<file path="config.mk">
export PLATFORM = sky130hd
export DESIGN_NAME = s2a_controller_flat
export DESIGN_NICKNAME = d
export VERILOG_FILES = /design/src/rtl/s2a_controller_if.sv /design/src/rtl/s2a_controller.sv /design/src/flat_wrapper.sv
export SDC_FILE = /design/constraint.sdc
export NUM_CORES = 1
export LEC_CHECK = 0
export ABC_AREA = 0
export ABC_CLOCK_PERIOD_IN_PS = 5200
export CORE_MARGIN = 3
export CORE_UTILIZATION = 51
export DETAILED_ROUTE_END_ITERATION = 8
export GPL_TIMING_DRIVEN = 1
export PLACE_DENSITY = 0.81
export SLEW_MARGIN = 10
export SYNTH_ARGS = -nofsm -noshare
export SYNTH_HDL_FRONTEND = slang
export SYNTH_SLANG_ARGS = --single-unit
</file>
<file path="constraint.sdc">
create_clock -name AXI_clk -period 5.2 [get_ports AXI_clk]
set_input_delay 1.3 -clock AXI_clk [delete_from_list [all_inputs] [get_ports AXI_clk]]
set_output_delay 1.3 -clock AXI_clk [all_outputs]
set_load 0.02 [all_outputs]
</file>
<file path="src/rtl/s2a_controller_if.sv">
// AXI write-address/data/response channel bundle between the s2a write engine
// and the OCM interconnect.
interface s2a_controller_if;
  logic [31:0] AXI_waddr;
  logic [3:0]  AXI_awlen;
  logic        AXI_awvalid;
  logic        AXI_awready;
  logic        AXI_wvalid;
  logic        AXI_wready;
  logic        AXI_wlast;
  logic        AXI_bvalid;
  logic [1:0]  AXI_bresp;
  logic        AXI_bready;

  modport master (
    output AXI_waddr, AXI_awlen, AXI_awvalid, AXI_wvalid, AXI_wlast, AXI_bready,
    input  AXI_awready, AXI_wready, AXI_bvalid, AXI_bresp
  );

  modport slave (
    input  AXI_waddr, AXI_awlen, AXI_awvalid, AXI_wvalid, AXI_wlast, AXI_bready,
    output AXI_awready, AXI_wready, AXI_bvalid, AXI_bresp
  );
endinterface

</file>
<file path="src/rtl/s2a_controller.sv">
// Stream-to-AXI write engine: fills a 32-word ping-pong buffer from the stream
// and drains each completed 16-word half into a circular OCM window.
//
// state | meaning
// IDLE  | no burst in flight; launches a new or pending request
// ADDR  | AW channel valid, waiting for awready
// DATA  | streaming 16 W beats out of the drained half
// RESP  | waiting for the B response
module s2a_controller #(
  parameter logic [31:0] ocm_haddr = 32'hfffc0000,
  parameter int          ocm_width = 16
) (
  input  logic                AXI_clk,
  input  logic                rst,
  input  logic                sync,
  input  logic                Ien,
  output logic [4:0]          Iaddr,
  s2a_controller_if.master    axi,
  output logic [4:0]          s2a_addr,
  output logic                s2a_en,
  output logic [31:0]         s2a_cnt,
  output logic [1:0]          s2a_err,
  output logic                busy
);

  typedef enum logic [1:0] {IDLE, ADDR, DATA, RESP} state_t;

  state_t      state, state_nxt;
  logic [35:0] cnt;
  logic        req_half, pend_half, pending;
  logic [31:0] req_addr, pend_addr;
  logic        aw_valid, w_valid, w_last, b_ready;
  logic        blk_done, aw_hs, b_hs;
  logic [31:0] blk_off, new_addr;

  // Offset keeps only the block bits that fit the window, so it wraps there.
  assign blk_off  = {{(32 - ocm_width){1'b0}}, cnt[ocm_width-3:4], 6'b0};
  assign new_addr = ocm_haddr + blk_off;
  assign blk_done = Ien & ~sync & (cnt[3:0] == 4'hf);

  assign aw_hs  = aw_valid & axi.AXI_awready;
  assign s2a_en = w_valid & axi.AXI_wready;
  assign b_hs   = b_ready & axi.AXI_bvalid;

  assign Iaddr   = cnt[4:0];
  assign s2a_cnt = cnt[35:4];

  assign axi.AXI_waddr   = req_addr;
  assign axi.AXI_awlen   = 4'hf;
  assign axi.AXI_awvalid = aw_valid;
  assign axi.AXI_wvalid  = w_valid;
  assign axi.AXI_wlast   = w_last;
  assign axi.AXI_bready  = b_ready;

  always_ff @(posedge AXI_clk) begin
    if (rst) state <= IDLE;
    else     state <= state_nxt;
  end

  always_comb begin
    state_nxt = state;
    case (state)
      IDLE: if (pending || blk_done) state_nxt = ADDR;
      ADDR: if (aw_hs) state_nxt = DATA;
      DATA: if (s2a_en && s2a_addr[3:0] == 4'hf) state_nxt = RESP;
      RESP: if (b_hs) state_nxt = IDLE;
      default: state_nxt = IDLE;
    endcase
  end

  always_comb begin
    aw_valid = (state == ADDR);
    w_valid  = (state == DATA);
    w_last   = (state == DATA) && (s2a_addr[3:0] == 4'hf);
    b_ready  = (state == RESP);
    busy     = (state != IDLE);
  end

  always_ff @(posedge AXI_clk) begin
    if (rst) begin
      cnt       <= '0;
      req_half  <= 1'b0;
      req_addr  <= '0;
      pend_half <= 1'b0;
      pend_addr <= '0;
      pending   <= 1'b0;
      s2a_addr  <= '0;
      s2a_err   <= '0;
    end else begin
      if (sync)     cnt <= '0;
      else if (Ien) cnt <= cnt + 36'd1;

      // A block finishing while IDLE drains a pending one is still on time;
      // it takes the freed pending slot without an overrun.
      if (state == IDLE) begin
        if (pending) begin
          req_half <= pend_half;
          req_addr <= pend_addr;
          pending  <= blk_done;
          if (blk_done) begin
            pend_half <= cnt[4];
            pend_addr <= new_addr;
          end
        end else if (blk_done) begin
          req_half <= cnt[4];
          req_addr <= new_addr;
        end
      end else if (blk_done) begin
        pend_half <= cnt[4];
        pend_addr <= new_addr;
        pending   <= 1'b1;
      end
      if (sync) pending <= 1'b0;

      if (sync) s2a_err <= 2'b00;
      if (blk_done && state != IDLE) s2a_err[0] <= 1'b1;
      if (b_hs && axi.AXI_bresp != 2'b00) s2a_err[1] <= 1'b1;

      if (aw_hs)
        s2a_addr <= {req_half, 4'h0};
      else if (s2a_en)
        s2a_addr[3:0] <= s2a_addr[3:0] + 4'd1;
    end
  end

endmodule

</file>
<file path="src/flat_wrapper.sv">
// flat-port wrapper written by rule: the top's interface ports become plain ports
module s2a_controller_flat 
#(
  parameter logic [31:0] ocm_haddr = 32'hfffc0000,
  parameter int          ocm_width = 16
)
  (AXI_clk, rst, sync, Ien, Iaddr, s2a_addr, s2a_en, s2a_cnt, s2a_err, busy, axi_AXI_waddr, axi_AXI_awlen, axi_AXI_awvalid, axi_AXI_wvalid, axi_AXI_wlast, axi_AXI_bready, axi_AXI_awready, axi_AXI_wready, axi_AXI_bvalid, axi_AXI_bresp);
  s2a_controller_if axi_i ();
  input  logic AXI_clk;
  input  logic rst;
  input  logic sync;
  input  logic Ien;
  output logic [4:0] Iaddr;
  output logic [4:0] s2a_addr;
  output logic s2a_en;
  output logic [31:0] s2a_cnt;
  output logic [1:0] s2a_err;
  output logic busy;
  output wire logic [$bits(axi_i.AXI_waddr)-1:0] axi_AXI_waddr;
  output wire logic [$bits(axi_i.AXI_awlen)-1:0] axi_AXI_awlen;
  output wire logic [$bits(axi_i.AXI_awvalid)-1:0] axi_AXI_awvalid;
  output wire logic [$bits(axi_i.AXI_wvalid)-1:0] axi_AXI_wvalid;
  output wire logic [$bits(axi_i.AXI_wlast)-1:0] axi_AXI_wlast;
  output wire logic [$bits(axi_i.AXI_bready)-1:0] axi_AXI_bready;
  input wire logic [$bits(axi_i.AXI_awready)-1:0] axi_AXI_awready;
  input wire logic [$bits(axi_i.AXI_wready)-1:0] axi_AXI_wready;
  input wire logic [$bits(axi_i.AXI_bvalid)-1:0] axi_AXI_bvalid;
  input wire logic [$bits(axi_i.AXI_bresp)-1:0] axi_AXI_bresp;
  assign axi_AXI_waddr = axi_i.AXI_waddr;
  assign axi_AXI_awlen = axi_i.AXI_awlen;
  assign axi_AXI_awvalid = axi_i.AXI_awvalid;
  assign axi_AXI_wvalid = axi_i.AXI_wvalid;
  assign axi_AXI_wlast = axi_i.AXI_wlast;
  assign axi_AXI_bready = axi_i.AXI_bready;
  assign axi_i.AXI_awready = axi_AXI_awready;
  assign axi_i.AXI_wready = axi_AXI_wready;
  assign axi_i.AXI_bvalid = axi_AXI_bvalid;
  assign axi_i.AXI_bresp = axi_AXI_bresp;
  s2a_controller #(.ocm_haddr(ocm_haddr), .ocm_width(ocm_width)) u_core (.AXI_clk(AXI_clk), .rst(rst), .sync(sync), .Ien(Ien), .Iaddr(Iaddr), .axi(axi_i), .s2a_addr(s2a_addr), .s2a_en(s2a_en), .s2a_cnt(s2a_cnt), .s2a_err(s2a_err), .busy(busy));
endmodule
</file>
==> results.md <==
Clock network:
- The tree built by TritonCTS fans out to 68 sinks.
- The tree is rooted in a clkbuf_8.
- The maximum root-to-sink buffer count is 2.
- The insertion delay of the later-clocked pin in the worst-skew pair is 0.33 ns.
- After clock tree synthesis, the setup repair step added 0 buffers.
- In this run, CTS created clock tree buffers numbering 9.
- The depth of the CTS H-tree is 3.
- TritonCTS built the clock tree.
- The number of hold buffers added after cts is 0.
- The clock slew seen by the registers of the worst setup and hold paths is 0.07 ns.
- The post-cts sizing count is 0.

STA:
- The number of hold-slack violations in the final timing report is 0.
- Counting I/O delays and the setup requirement, the final critical path takes 3.96 ns.
- The share of the clock period used by the worst path after layout is 0.762.
- Adding up every negative setup slack in the final design gives 0 ns.
- The count of final setup violators is 0.
- Measured against its own limit, the worst slew margin works out to 0.524.
- The number of pins with negative max-slew slack in the final report was 0.
- The slew of the pin with the lowest slew margin is 0.713 ns.
- Setup repair after global routing left no endpoint under its margin.
- Timing would allow up to 252 MHz.
- The setup clock skew after layout is 0.00693 ns.

Worst setup path:
- At the worst endpoint, the arrival time is 2.66 ns.
- The worst setup path is of the input port to primary output kind.
- The reg-to-reg endpoint is u_core.pend_addr[8]$_SDFFE_PP0P_.
- The startpoint class of the critical path is an input port.
- The slack of the worst reg-to-reg path is 2.95 ns.
- The worst register-to-register path has a depth of 6.
- The startpoint of the lowest-slack register-to-register path is u_core.cnt[0]$_SDFFE_PP0P_.
- At the worst endpoint, the required time is 3.90 ns.
- The critical path capture point type is a primary output.
- Along the worst path, the maximum fanout reaches 5.

Die:
- The starting density of the core is 0.541.
- Measured along the y axis, the die boundary spans 86.2 um.
- The die footprint is 7430 um2.
- In this run the horizontal extent of the chip is 86.2 um.
- The number of top-level design ports is 95.
- The core area is 6060 um2.
- The total number of placement rows is 28.

Synth:
- The fraction of synthesis flops using an asynchronous set or reset pin is 0.
- The number of distinct standard cells referenced by the synthesized netlist is 38.
- The area of the mapped netlist is 3280 um2.
- A synthesized cell averages 8.74 um2.
- The main flop type after synthesis is dfxtp_1.
- The proportion of synthesized chip area in sequential cells is 0.415.
- After synthesis the netlist holds a flip-flop and latch count of 68.
- The number of synthesized flops with an enable pin is 0.
- The total of warnings raised by yosys is 0.
- Counting every instance in the synthesized netlist gives 375.

Detailed routing:
- The average wire per standard cell is 13.8 um.
- The final wirelength is 7.13 mm.
- The final routed DRC violation total is 0.
- The first-pass iteration count of the detailed router is 4.
- Using the TritonRoute via totals, the vias-per-cell ratio works out to 5.26.
- The antenna violation net count after detailed routing is 0.
- Summing over every cut layer, the via total after detailed routing is 2714.
- The starting DRC count in detailed routing is 78.

Outcome:
- The run finished with clean final reports.

Power:
- Power comes to 996 uW.
- IR analysis of the VDD net gives a maximum drop of 159 uV.
- The power density normalized to cell area is 240 nW/um2.
- Summed over all cells, the static leakage comes to 0.00132 uW.

Place:
- The estimated wirelength of the detail-placed design is 5.08 mm.
- Including well taps, the total number of placed cells is 500.
- After detailed placement, the total cell area comes to 3970 um2.
- The count of port buffers added during placement is 82.
- Routability-driven placement finished with a final weighted congestion of 0.857.

Final layout:
- Leaving out fill and tap cells, the most frequent cells in the layout are clkdlybuf4s50_1 (82), dfxtp_1 (68), nor2_1 (67).
- Leaving out fill and tap cells, the most frequent cell in the layout is clkdlybuf4s50_1.
- Once layout is done, the placed cells without fillers occupy 4150 um2.
- Fill cells in the final layout number 501.
- In the final layout, the share of cells above drive strength 1 is 0.0544.
- The total inserted antenna cells is 0.
- The final net count is 451.
- Once layout is complete, the cells apart from fillers number 516.
- The layout-stage area growth over the synthesis result is 26.6%.

Job:
- The max-cap check violation count is 0.

Worst hold path:
- The count of cells along the worst hold path is 2.
- For hold timing, the worst endpoint is u_core.axi.AXI_waddr[30]$_SDFFE_PP0P_.
- The class of the tightest hold or removal check is flop to flop.
- The critical hold path startpoint is u_core.pend_addr[30]$_SDFFE_PP0P_.

GRT:
- The number of antenna violations at the first check in global routing is 0.
- The first global-routing pass estimated 12.1 mm of wire.
- The total congestion overflow is 0.
- For this run, the total global-route usage over all layers was measured as 0.202.
- The via count of the first global-routing pass is 2641.
- The largest net degree at the start of global routing is 39.
-- metrics by stage --
stage,hold slack [ns],setup slack (ns),util
2_1_floorplan,0.440,2.17,-
6_report,0.459,1.24,0.685
3_5_place_dp,0.458,1.24,0.655
3_3_place_gp,0.449,1.27,0.655
4_1_cts,0.465,1.23,0.685
5_1_grt,0.481,1.19,0.685
-- Yosys cell counts (3+ instances only) --
library cell	instances	area (um2)
buf_4	27	203
mux2i_1	23	230
nor2_1	67	251
a21oi_1	9	45.0
nand4_1	13	81.3
o21ai_0	7	35.0
nand3_1	10	50.1
a211oi_1	10	75.1
nor4_2	6	75.1
clkbuf_1	10	37.5
buf_2	5	25.0
ha_1	6	75.1
dfxtp_1	68	1360
nand2_1	18	67.6
xnor2_1	21	184
and4_1	3	26.3
or3_1	12	75.1
inv_1	14	52.6
xor2_1	11	96.3
nor3_1	13	65.1
-- flip-flops by register name, indices dropped and copies added, names as in the netlist --
name / flops
u_core.axi.AXI_waddr: 11
u_core.cnt: 36
u_core.pend_addr: 11
u_core.pending: 1
u_core.s2a_addr: 5
u_core.s2a_err: 2
u_core.state: 2
-- how the worst max path moves through the flow --
| stage | startpoint | end | slack, ns | depth (start not counted) |
|---|---|---|---|---|
| 2_1_floorplan | axi_AXI_wready | s2a_en | 2.17 | 2 |
| 3_3_place_gp | axi_AXI_wready | s2a_en | 1.27 | 3 |
| 3_5_place_dp | axi_AXI_wready | s2a_en | 1.24 | 3 |
| 4_1_cts | axi_AXI_wready | s2a_en | 1.23 | 3 |
| 5_1_grt | axi_AXI_wready | s2a_en | 1.19 | 3 |
| 6_report | axi_AXI_wready | s2a_en | 1.24 | 3 |
-- cell type report --
class                           instances  area, um2  area share
Multi-Input combinational cell        260       1630       0.393
Sequential cell                        68       1360       0.328
Clock buffer                           15        176      0.0425
Timing Repair Buffer                   83        828       0.200
Tap cell                               75       93.8      0.0226
Clock inverter                          1       5.00     0.00121
Inverter                               14       52.6      0.0127
-- power breakdown --
group	switching (uW)	internal [uW]
registers	3.27	524
clock network	183	212
logic	46.2	27.4
total	232	764
-- per-layer routing --
metal	GRT usage	vias up	part of all wire
met5	0	-	0
met3	0.0570	18	0.068
met2	0.332	94	0.47
met4	0.0864	0	0.022
li1	-	1362	-
met1	0.249	1240	0.44
-- worst max-delay path, cell delays in order --
cell	delay, ns
clkdlybuf4s50_1	0.48
and2_1	0.24
clkdlybuf4s50_1	0.64
-- kinds of logic after synthesis --
| kind of cell | after synthesis | share of synthesized area |
|---|---|---|
| simple gates | 153 | 0.239 |
| flops | 68 | 0.415 |
| buf+inv | 57 | 0.0981 |
| compound gates | 34 | 0.0664 |
| xor+xnor | 32 | 0.0855 |
| mux | 23 | 0.0702 |
| fa+ha+maj | 6 | 0.0229 |
| other cells | 2 | 0.00229 |
Note: power is estimated with default switching activity, not from simulation.
